## src/rtl/cache_ram_arbiter_if.sv

```systemverilog
// Bundles the I-cache, D-cache and RAM-side signals of the cache/RAM arbiter.
// The slave modport is the arbiter's view; the master modport is the caches-plus-RAM environment.
interface cache_ram_arbiter_if #(
  parameter int ADDR_WIDTH   = 30,
  parameter int DATA_WIDTH   = 32,
  parameter int OFFSET_WIDTH = 3,
  parameter int BLOCK_WIDTH  = DATA_WIDTH << OFFSET_WIDTH
);
  logic                   ic_en_in;
  logic [ADDR_WIDTH-1:0]  ic_addr_in;
  logic                   ic_ready_out;
  logic [BLOCK_WIDTH-1:0] ic_block_out;

  logic                   dc_en_in;
  logic                   dc_write_in;
  logic [ADDR_WIDTH-1:0]  dc_addr_in;
  logic [BLOCK_WIDTH-1:0] dc_block_in;
  logic                   dc_ready_out;
  logic [BLOCK_WIDTH-1:0] dc_block_out;

  logic                   ram_ready;
  logic [BLOCK_WIDTH-1:0] block_from_ram;
  logic                   ram_en_out;
  logic                   ram_write_out;
  logic [ADDR_WIDTH-1:0]  ram_addr_out;
  logic [BLOCK_WIDTH-1:0] ram_block_out;

  logic [1:0]             grant_state;

  modport slave (
    input  ic_en_in, ic_addr_in,
    output ic_ready_out, ic_block_out,
    input  dc_en_in, dc_write_in, dc_addr_in, dc_block_in,
    output dc_ready_out, dc_block_out,
    input  ram_ready, block_from_ram,
    output ram_en_out, ram_write_out, ram_addr_out, ram_block_out,
    output grant_state
  );

  modport master (
    output ic_en_in, ic_addr_in,
    input  ic_ready_out, ic_block_out,
    output dc_en_in, dc_write_in, dc_addr_in, dc_block_in,
    input  dc_ready_out, dc_block_out,
    output ram_ready, block_from_ram,
    input  ram_en_out, ram_write_out, ram_addr_out, ram_block_out,
    input  grant_state
  );
endinterface

```

## src/rtl/cache_ram_arbiter.sv

```systemverilog
// Round-robin arbiter sharing one block-wide RAM port between the I-cache and D-cache refill paths.
// All RAM-side and cache-side outputs are registered; one transaction is in flight at a time.
module cache_ram_arbiter #(
  parameter int ADDR_WIDTH   = 30,
  parameter int DATA_WIDTH   = 32,
  parameter int OFFSET_WIDTH = 3
) (
  input logic                clk,
  input logic                rst,
  cache_ram_arbiter_if.slave bus
);
  localparam int BLOCK_WIDTH = DATA_WIDTH << OFFSET_WIDTH;

  typedef enum logic [1:0] {
    IDLE   = 2'd0,
    BUSY_I = 2'd1,
    BUSY_D = 2'd2,
    DONE   = 2'd3
  } state_e;

  state_e                 state_q;
  logic                   lastGrantD_q;
  logic                   ramEn_q;
  logic                   ramWrite_q;
  logic [ADDR_WIDTH-1:0]  ramAddr_q;
  logic [BLOCK_WIDTH-1:0] ramBlock_q;
  logic                   icReady_q;
  logic                   dcReady_q;
  logic [BLOCK_WIDTH-1:0] icBlock_q;
  logic [BLOCK_WIDTH-1:0] dcBlock_q;
  logic                   pickD;

  // On a tie the D-cache wins only when the I-cache was the previous winner.
  assign pickD = bus.dc_en_in && (!bus.ic_en_in || !lastGrantD_q);

  always_ff @(posedge clk) begin
    if (rst) begin
      state_q      <= IDLE;
      lastGrantD_q <= 1'b0;
      ramEn_q      <= 1'b0;
      ramWrite_q   <= 1'b0;
      ramAddr_q    <= '0;
      ramBlock_q   <= '0;
      icReady_q    <= 1'b0;
      dcReady_q    <= 1'b0;
      icBlock_q    <= '0;
      dcBlock_q    <= '0;
    end else begin
      icReady_q <= 1'b0;
      dcReady_q <= 1'b0;
      case (state_q)
        IDLE: begin
          if (pickD) begin
            state_q      <= BUSY_D;
            lastGrantD_q <= 1'b1;
            ramEn_q      <= 1'b1;
            ramWrite_q   <= bus.dc_write_in;
            ramAddr_q    <= bus.dc_addr_in;
            ramBlock_q   <= bus.dc_block_in;
          end else if (bus.ic_en_in) begin
            state_q      <= BUSY_I;
            lastGrantD_q <= 1'b0;
            ramEn_q      <= 1'b1;
            ramWrite_q   <= 1'b0;
            ramAddr_q    <= bus.ic_addr_in;
            ramBlock_q   <= '0;
          end
        end
        BUSY_I: begin
          if (bus.ram_ready) begin
            state_q   <= DONE;
            ramEn_q   <= 1'b0;
            icReady_q <= 1'b1;
            icBlock_q <= bus.block_from_ram;
          end
        end
        BUSY_D: begin
          if (bus.ram_ready) begin
            state_q   <= DONE;
            ramEn_q   <= 1'b0;
            dcReady_q <= 1'b1;
            if (!ramWrite_q) begin
              dcBlock_q <= bus.block_from_ram;
            end
          end
        end
        DONE: begin
          state_q <= IDLE;
        end
        default: begin
          state_q <= IDLE;
        end
      endcase
    end
  end

  assign bus.ram_en_out    = ramEn_q;
  assign bus.ram_write_out = ramWrite_q;
  assign bus.ram_addr_out  = ramAddr_q;
  assign bus.ram_block_out = ramBlock_q;
  assign bus.ic_ready_out  = icReady_q;
  assign bus.ic_block_out  = icBlock_q;
  assign bus.dc_ready_out  = dcReady_q;
  assign bus.dc_block_out  = dcBlock_q;
  assign bus.grant_state   = state_q;

  readyExclusive: assert property (@(posedge clk) disable iff (rst)
    !(icReady_q && dcReady_q));

  readyOnlyInDone: assert property (@(posedge clk) disable iff (rst)
    (icReady_q || dcReady_q) |-> (state_q == DONE));

  ramEnOnlyWhenBusy: assert property (@(posedge clk) disable iff (rst)
    ramEn_q |-> (state_q == BUSY_I || state_q == BUSY_D));
endmodule

```

## src/flat_wrapper.sv

```systemverilog
// flat-port wrapper written by rule: the top's interface ports become plain ports
module cache_ram_arbiter_flat 
#(
  parameter int ADDR_WIDTH   = 30,
  parameter int DATA_WIDTH   = 32,
  parameter int OFFSET_WIDTH = 3
)
  (clk, rst, bus_ic_en_in, bus_ic_addr_in, bus_ic_ready_out, bus_ic_block_out, bus_dc_en_in, bus_dc_write_in, bus_dc_addr_in, bus_dc_block_in, bus_dc_ready_out, bus_dc_block_out, bus_ram_ready, bus_block_from_ram, bus_ram_en_out, bus_ram_write_out, bus_ram_addr_out, bus_ram_block_out, bus_grant_state);
  cache_ram_arbiter_if #(.ADDR_WIDTH(ADDR_WIDTH), .DATA_WIDTH(DATA_WIDTH), .OFFSET_WIDTH(OFFSET_WIDTH)) bus_i ();
  input logic clk;
  input logic rst;
  input wire logic [$bits(bus_i.ic_en_in)-1:0] bus_ic_en_in;
  input wire logic [$bits(bus_i.ic_addr_in)-1:0] bus_ic_addr_in;
  output wire logic [$bits(bus_i.ic_ready_out)-1:0] bus_ic_ready_out;
  output wire logic [$bits(bus_i.ic_block_out)-1:0] bus_ic_block_out;
  input wire logic [$bits(bus_i.dc_en_in)-1:0] bus_dc_en_in;
  input wire logic [$bits(bus_i.dc_write_in)-1:0] bus_dc_write_in;
  input wire logic [$bits(bus_i.dc_addr_in)-1:0] bus_dc_addr_in;
  input wire logic [$bits(bus_i.dc_block_in)-1:0] bus_dc_block_in;
  output wire logic [$bits(bus_i.dc_ready_out)-1:0] bus_dc_ready_out;
  output wire logic [$bits(bus_i.dc_block_out)-1:0] bus_dc_block_out;
  input wire logic [$bits(bus_i.ram_ready)-1:0] bus_ram_ready;
  input wire logic [$bits(bus_i.block_from_ram)-1:0] bus_block_from_ram;
  output wire logic [$bits(bus_i.ram_en_out)-1:0] bus_ram_en_out;
  output wire logic [$bits(bus_i.ram_write_out)-1:0] bus_ram_write_out;
  output wire logic [$bits(bus_i.ram_addr_out)-1:0] bus_ram_addr_out;
  output wire logic [$bits(bus_i.ram_block_out)-1:0] bus_ram_block_out;
  output wire logic [$bits(bus_i.grant_state)-1:0] bus_grant_state;
  assign bus_i.ic_en_in = bus_ic_en_in;
  assign bus_i.ic_addr_in = bus_ic_addr_in;
  assign bus_ic_ready_out = bus_i.ic_ready_out;
  assign bus_ic_block_out = bus_i.ic_block_out;
  assign bus_i.dc_en_in = bus_dc_en_in;
  assign bus_i.dc_write_in = bus_dc_write_in;
  assign bus_i.dc_addr_in = bus_dc_addr_in;
  assign bus_i.dc_block_in = bus_dc_block_in;
  assign bus_dc_ready_out = bus_i.dc_ready_out;
  assign bus_dc_block_out = bus_i.dc_block_out;
  assign bus_i.ram_ready = bus_ram_ready;
  assign bus_i.block_from_ram = bus_block_from_ram;
  assign bus_ram_en_out = bus_i.ram_en_out;
  assign bus_ram_write_out = bus_i.ram_write_out;
  assign bus_ram_addr_out = bus_i.ram_addr_out;
  assign bus_ram_block_out = bus_i.ram_block_out;
  assign bus_grant_state = bus_i.grant_state;
  cache_ram_arbiter #(.ADDR_WIDTH(ADDR_WIDTH), .DATA_WIDTH(DATA_WIDTH), .OFFSET_WIDTH(OFFSET_WIDTH)) u_core (.clk(clk), .rst(rst), .bus(bus_i));
endmodule
```

## config.mk

```make
export PLATFORM = sky130hd
export DESIGN_NAME = cache_ram_arbiter_flat
export DESIGN_NICKNAME = d
export VERILOG_FILES = /design/src/rtl/cache_ram_arbiter_if.sv /design/src/rtl/cache_ram_arbiter.sv /design/src/flat_wrapper.sv
export SDC_FILE = /design/constraint.sdc
export NUM_CORES = 2
export LEC_CHECK = 0
export CORE_AREA = 2 2 543 545
export CTS_BUF_LIST = sky130_fd_sc_hd__clkbuf_4
export CTS_CLUSTER_SIZE = 12
export DETAILED_ROUTE_END_ITERATION = 8
export DIE_AREA = 0 0 545 547
export GPL_TIMING_DRIVEN = 0
export SETUP_SLACK_MARGIN = 0.2
export SKIP_LAST_GASP = 1
export SYNTH_ARGS = -nofsm -noshare
export SYNTH_HDL_FRONTEND = slang
export SYNTH_SLANG_ARGS = --single-unit
```

## constraint.sdc

```tcl
create_clock -name clk -period 1.7 [get_ports clk]
set_input_delay 0.425 -clock clk [delete_from_list [all_inputs] [get_ports clk]]
set_output_delay 0.425 -clock clk [all_outputs]
set_load 0.005 [all_outputs]
```

==> summary by stage <==
Cells and area
Compared with the post-synthesis result, the final layout area differs by 107%. The core utilization of the finished layout is 0.198. After the last flow step, the layout net total stands at 6,184.

Of the cells placed in the final design, the portion with a size suffix greater than 1 is 0.237. The filler cells instantiated in the layout total 32,519.

Timing
The top achievable clock speed is 432 MHz. The worst path setup slack after routing is -0.614 ns. In the finished design, the share of the clock period the worst path needs comes to 1.36.

Headroom to the max-slew limit came out at 0.0657. The shortest period the worst path allows is 2.31 ns. At the pin with the least slew margin, the transition time is 1.40 ns.

The clock arrives with 0.180 ns of skew. The total of endpoints with negative setup slack in the final report is 1,593. Setup repair after global routing could not meet its margin everywhere. The final number of max-transition violations is 0. The number of endpoints with negative hold slack in the final report is 0.

CTS
Buffers inserted during clock tree synthesis total 235. The insertion delay to the later sink of the worst-skew pair is 1.29 ns. The total clock sinks is 805.

After clock tree synthesis, the clock-pin slew on the worst setup and hold paths is 0.07 ns. CTS placed an instance of sky130_fd_sc_hd__clkbuf_4 at the clock tree root. The TritonCTS clock tree is done. The maximum buffer depth of the clock tree is 4. In this run the number of H-tree levels came out at 4.

Outcome
The run finished, with violations left. The final reports fail on setup timing.

Detailed routing
The final wirelength is 267,000 um. In the routed design, unresolved DRC markers number 0. The first-pass iteration count of the detailed router is 6. After detailed routing, the average wire length per cell comes to 27.4 um. The via-per-instance ratio is 3.67. For this block, the initial DRC count from the detailed router was 2,515. The count of antenna-violating nets left after detailed routing is 0. The total vias in the final route is 35,699.

Floorplan
The floorplan has 199 rows. The die area is 0.298 mm^2. The die span in y is 547 um.

The initial core utilization is 0.0954. The number of top-level design ports is 1,382. The core footprint is 0.293 mm^2. The width of the die is 545 um.

Power
The total net switching power is 27.9 mW. The clock share of power is 0.271. The share of total power dissipated in sequential elements is 0.333.

The leakage component of the power is 23.1 nW. Dividing total power by cell area gives a power density of 1230 mW/mm^2. Of the total power, combinational logic draws 0.396. The net switching fraction of the power is 0.393. The cell-internal power is 43.1 mW. VDD sags by at most 0.000735 V.

Logic synthesis
The post-synthesis net count is 3,892. Of all cell types, the one taking the most synthesized area is sky130_fd_sc_hd__dfxtp_1. For this run, the register share of the synthesized area comes to 0.577.

The average cell area after synthesis is 8.43 um^2. The number of flops mapped to enable cells by yosys is 0. The synthesized design contains 805 register bits. The commonest register cell after synthesis is sky130_fd_sc_hd__dfxtp_1.

The cell area that synthesis handed to floorplanning was 0.0279 mm^2. The leading cell type by number of instances after synthesis is sky130_fd_sc_hd__nand2_1. After synthesis, the cell types taking the most area are sky130_fd_sc_hd__dfxtp_1, sky130_fd_sc_hd__nand2_1, sky130_fd_sc_hd__a21oi_1, sky130_fd_sc_hd__a32oi_1, sky130_fd_sc_hd__nor2_1.

The total number of yosys warnings is 0. The post-synthesis async set-or-reset flop share is 0. Of the post-synthesis cell area, the dominant cell type holds 0.577. By count the netlist is led by sky130_fd_sc_hd__nand2_1, sky130_fd_sc_hd__dfxtp_1, sky130_fd_sc_hd__a21oi_1. Synthesis produced a netlist whose cell count is 3,310.

The netlist uses 31 different library cells.

Critical path
Traced cell by cell, the critical path runs through dlygate4sd2_1. For this design, the slowest cell found on the critical path is sky130_fd_sc_hd__dfxtp_1. The setup path with the least slack is of type flip-flop to primary output. Across all register-to-register paths, the minimum setup slack is -0.52 ns. The sum of buffers and inverters on the critical path is 1.

STA classifies the critical path startpoint as a flip-flop. The data required time of the worst path is 1.27 ns. The peak per-stage delay on the critical path is 0.40 ns.

The worst setup path is captured at a primary output. The kind of cell with the highest combined delay along the critical path is flip-flops. At the worst endpoint, the arrival time is 1.89 ns.

The top fanout value on the critical path is 2.

Global route
For met2 alone, demand over resource in global routing was 0.286. Entering global routing, the biggest net connects 20 pins. The total overflow reported by the global router is 0. The via count of the first global-routing pass was 34,576. The number of antenna violations at the first check in global routing was 88. For this run, global-route usage on met1 was measured as 0.161. Across every metal layer, demand over resource in global routing totals 0.165. The global routing usage on met3 is 0.0806.

The global-route layer with the greatest usage is met2. The global-route wire length before repair is 326,000 um.

Placement
The post-detailed-placement half-perimeter wirelength is 214,000 um. The number of port buffers is 1,380. Before CTS, the worst setup slack after placement is -2.34 ns. At the end of routability-driven placement, the weighted congestion stood at 0.971.

Flow run
Across the run, the number of max-cap violations was 0.

Worst hold path
The min-delay analysis places its worst path in the category input port to flip-flop.
-- cell type report --
type	count	area (um^2)	share of cell area
repair buffers	2055	19900	0.343
diodes	45	113	0.00194
flip-flops and latches	805	16400	0.283
clock buffers	343	2570	0.0445
inverters	3	18.8	0.000324
multi-input cells	2200	11400	0.196
plain buffers	302	2270	0.0392
well taps	3919	4900	0.0847
clock inverters	64	374	0.00646
-- flip-flops by register name (all words and copies together) (netlist names) --
name                      count
u_core.bus.ic_block_out     256
u_core.bus.ram_en_out         1
u_core.bus.ic_ready_out       1
u_core.bus.dc_block_out     256
u_core.bus.ram_write_out      1
u_core.bus.dc_ready_out       1
u_core.lastGrantD_q           1
u_core.bus.grant_state        2
u_core.bus.ram_addr_out      30
u_core.bus.ram_block_out    256
-- cell families (layout without fill, tap and decap cells) --
logic type               count (synthesis)  in the layout  synth area share
flip-flops                             805            805             0.577
buffers and inverters                  305           2767            0.0493
multiplexers                             1              1          0.000359
other                                    0             45                 0
adder cells (fa/ha/maj)                  4              4           0.00179
AO/OA/AOI/OAI                          871            871             0.192
AND/OR/NAND/NOR                       1324           1324             0.179
-- routing by layer --
layer | up-vias | wire [um]
li1 | 16058 | -
met1 | 16965 | 89900
met2 | 2041 | 128000
met3 | 601 | 31700
met4 | 34 | 17400
met5 | - | 287
-- through the flow --
stage / area (um^2) / setup TNS [ns] / std cells / hold WS [ns] / total power [mW]
5_1_grt: 57900 / -867.23 / 9719 / 0.0636 / 74.5
6_report: 57900 / -635.12 / 9736 / 0.131 / 71.1
3_3_place_gp: 46600 / -1406.16 / 8609 / 0.441 / 47.2
4_1_cts: 54600 / -1125.60 / 9610 / 0.000649 / 66.9
3_5_place_dp: 46700 / -1309.10 / 8611 / 0.446 / 47.2
2_1_floorplan: 27900 / 0 / 3310 / 0.453 / 31.5
-- what timing repair did --
| action | CTS | global route |
|---|---|---|
| buffers inserted | 9 | 49 |
| setup endpoints to repair | 1608 | 1608 |
| hold endpoints to repair | 781 | 0 |
| cloned | 0 | 32 |
| hold buffers | 583 | 0 |
| pin swaps | 0 | 55 |
| gates resized for setup | 2384 | 820 |
-- path summary, 6_finish.rpt --
path | from | to | depth (start not counted)
min reg2reg | u_core.bus.dc_block_out[143] | u_core.bus.dc_block_out[143] | 2
min | bus_block_from_ram[52] | u_core.bus.ic_block_out[52] | 3
max reg2reg | u_core.bus.grant_state[1] | u_core.bus.ic_block_out[192] | 12
max | u_core.bus.ram_block_out[123] | bus_ram_block_out[123] | 1
-- power groups by stage --
stage / sequential (mW) / clock (mW) / combinational, mW
2_1_floorplan: 23.6 / 0 / 7.95
3_3_place_gp: 23.7 / 0 / 23.5
3_5_place_dp: 23.8 / 0 / 23.4
4_1_cts: 23.5 / 20.0 / 23.4
5_1_grt: 23.9 / 20.7 / 29.8
6_report: 23.6 / 19.3 / 28.1
-- cells in the final DEF (no fill, tap or decap), types with 4 or more instances in the layout --
master	n
sky130_fd_sc_hd__nand2_2	13
sky130_fd_sc_hd__dfxtp_1	624
sky130_fd_sc_hd__a21oi_1	503
sky130_fd_sc_hd__buf_4	91
sky130_fd_sc_hd__buf_12	48
sky130_fd_sc_hd__clkbuf_1	112
sky130_fd_sc_hd__buf_1	4
sky130_fd_sc_hd__a21oi_2	67
sky130_fd_sc_hd__clkinv_1	42
sky130_fd_sc_hd__clkdlybuf4s15_2	49
sky130_fd_sc_hd__o21ai_0	29
sky130_fd_sc_hd__buf_8	31
sky130_fd_sc_hd__dlygate4sd2_1	377
sky130_fd_sc_hd__clkbuf_4	361
sky130_fd_sc_hd__nand2_1	992
sky130_fd_sc_hd__buf_6	102
sky130_fd_sc_hd__dlygate4sd3_1	583
sky130_fd_sc_hd__diode_2	45
sky130_fd_sc_hd__buf_2	234
sky130_fd_sc_hd__clkbuf_2	38
sky130_fd_sc_hd__clkdlybuf4s50_1	576
sky130_fd_sc_hd__clkbuf_16	32
sky130_fd_sc_hd__clkdlybuf4s15_1	58
sky130_fd_sc_hd__a32oi_2	29
sky130_fd_sc_hd__nand2_4	51
sky130_fd_sc_hd__buf_16	4
sky130_fd_sc_hd__dfxtp_4	25
sky130_fd_sc_hd__clkinv_2	11
sky130_fd_sc_hd__a32oi_1	228
sky130_fd_sc_hd__dfxtp_2	156
sky130_fd_sc_hd__nor2_1	262
Power figures use the tool's default switching activity.
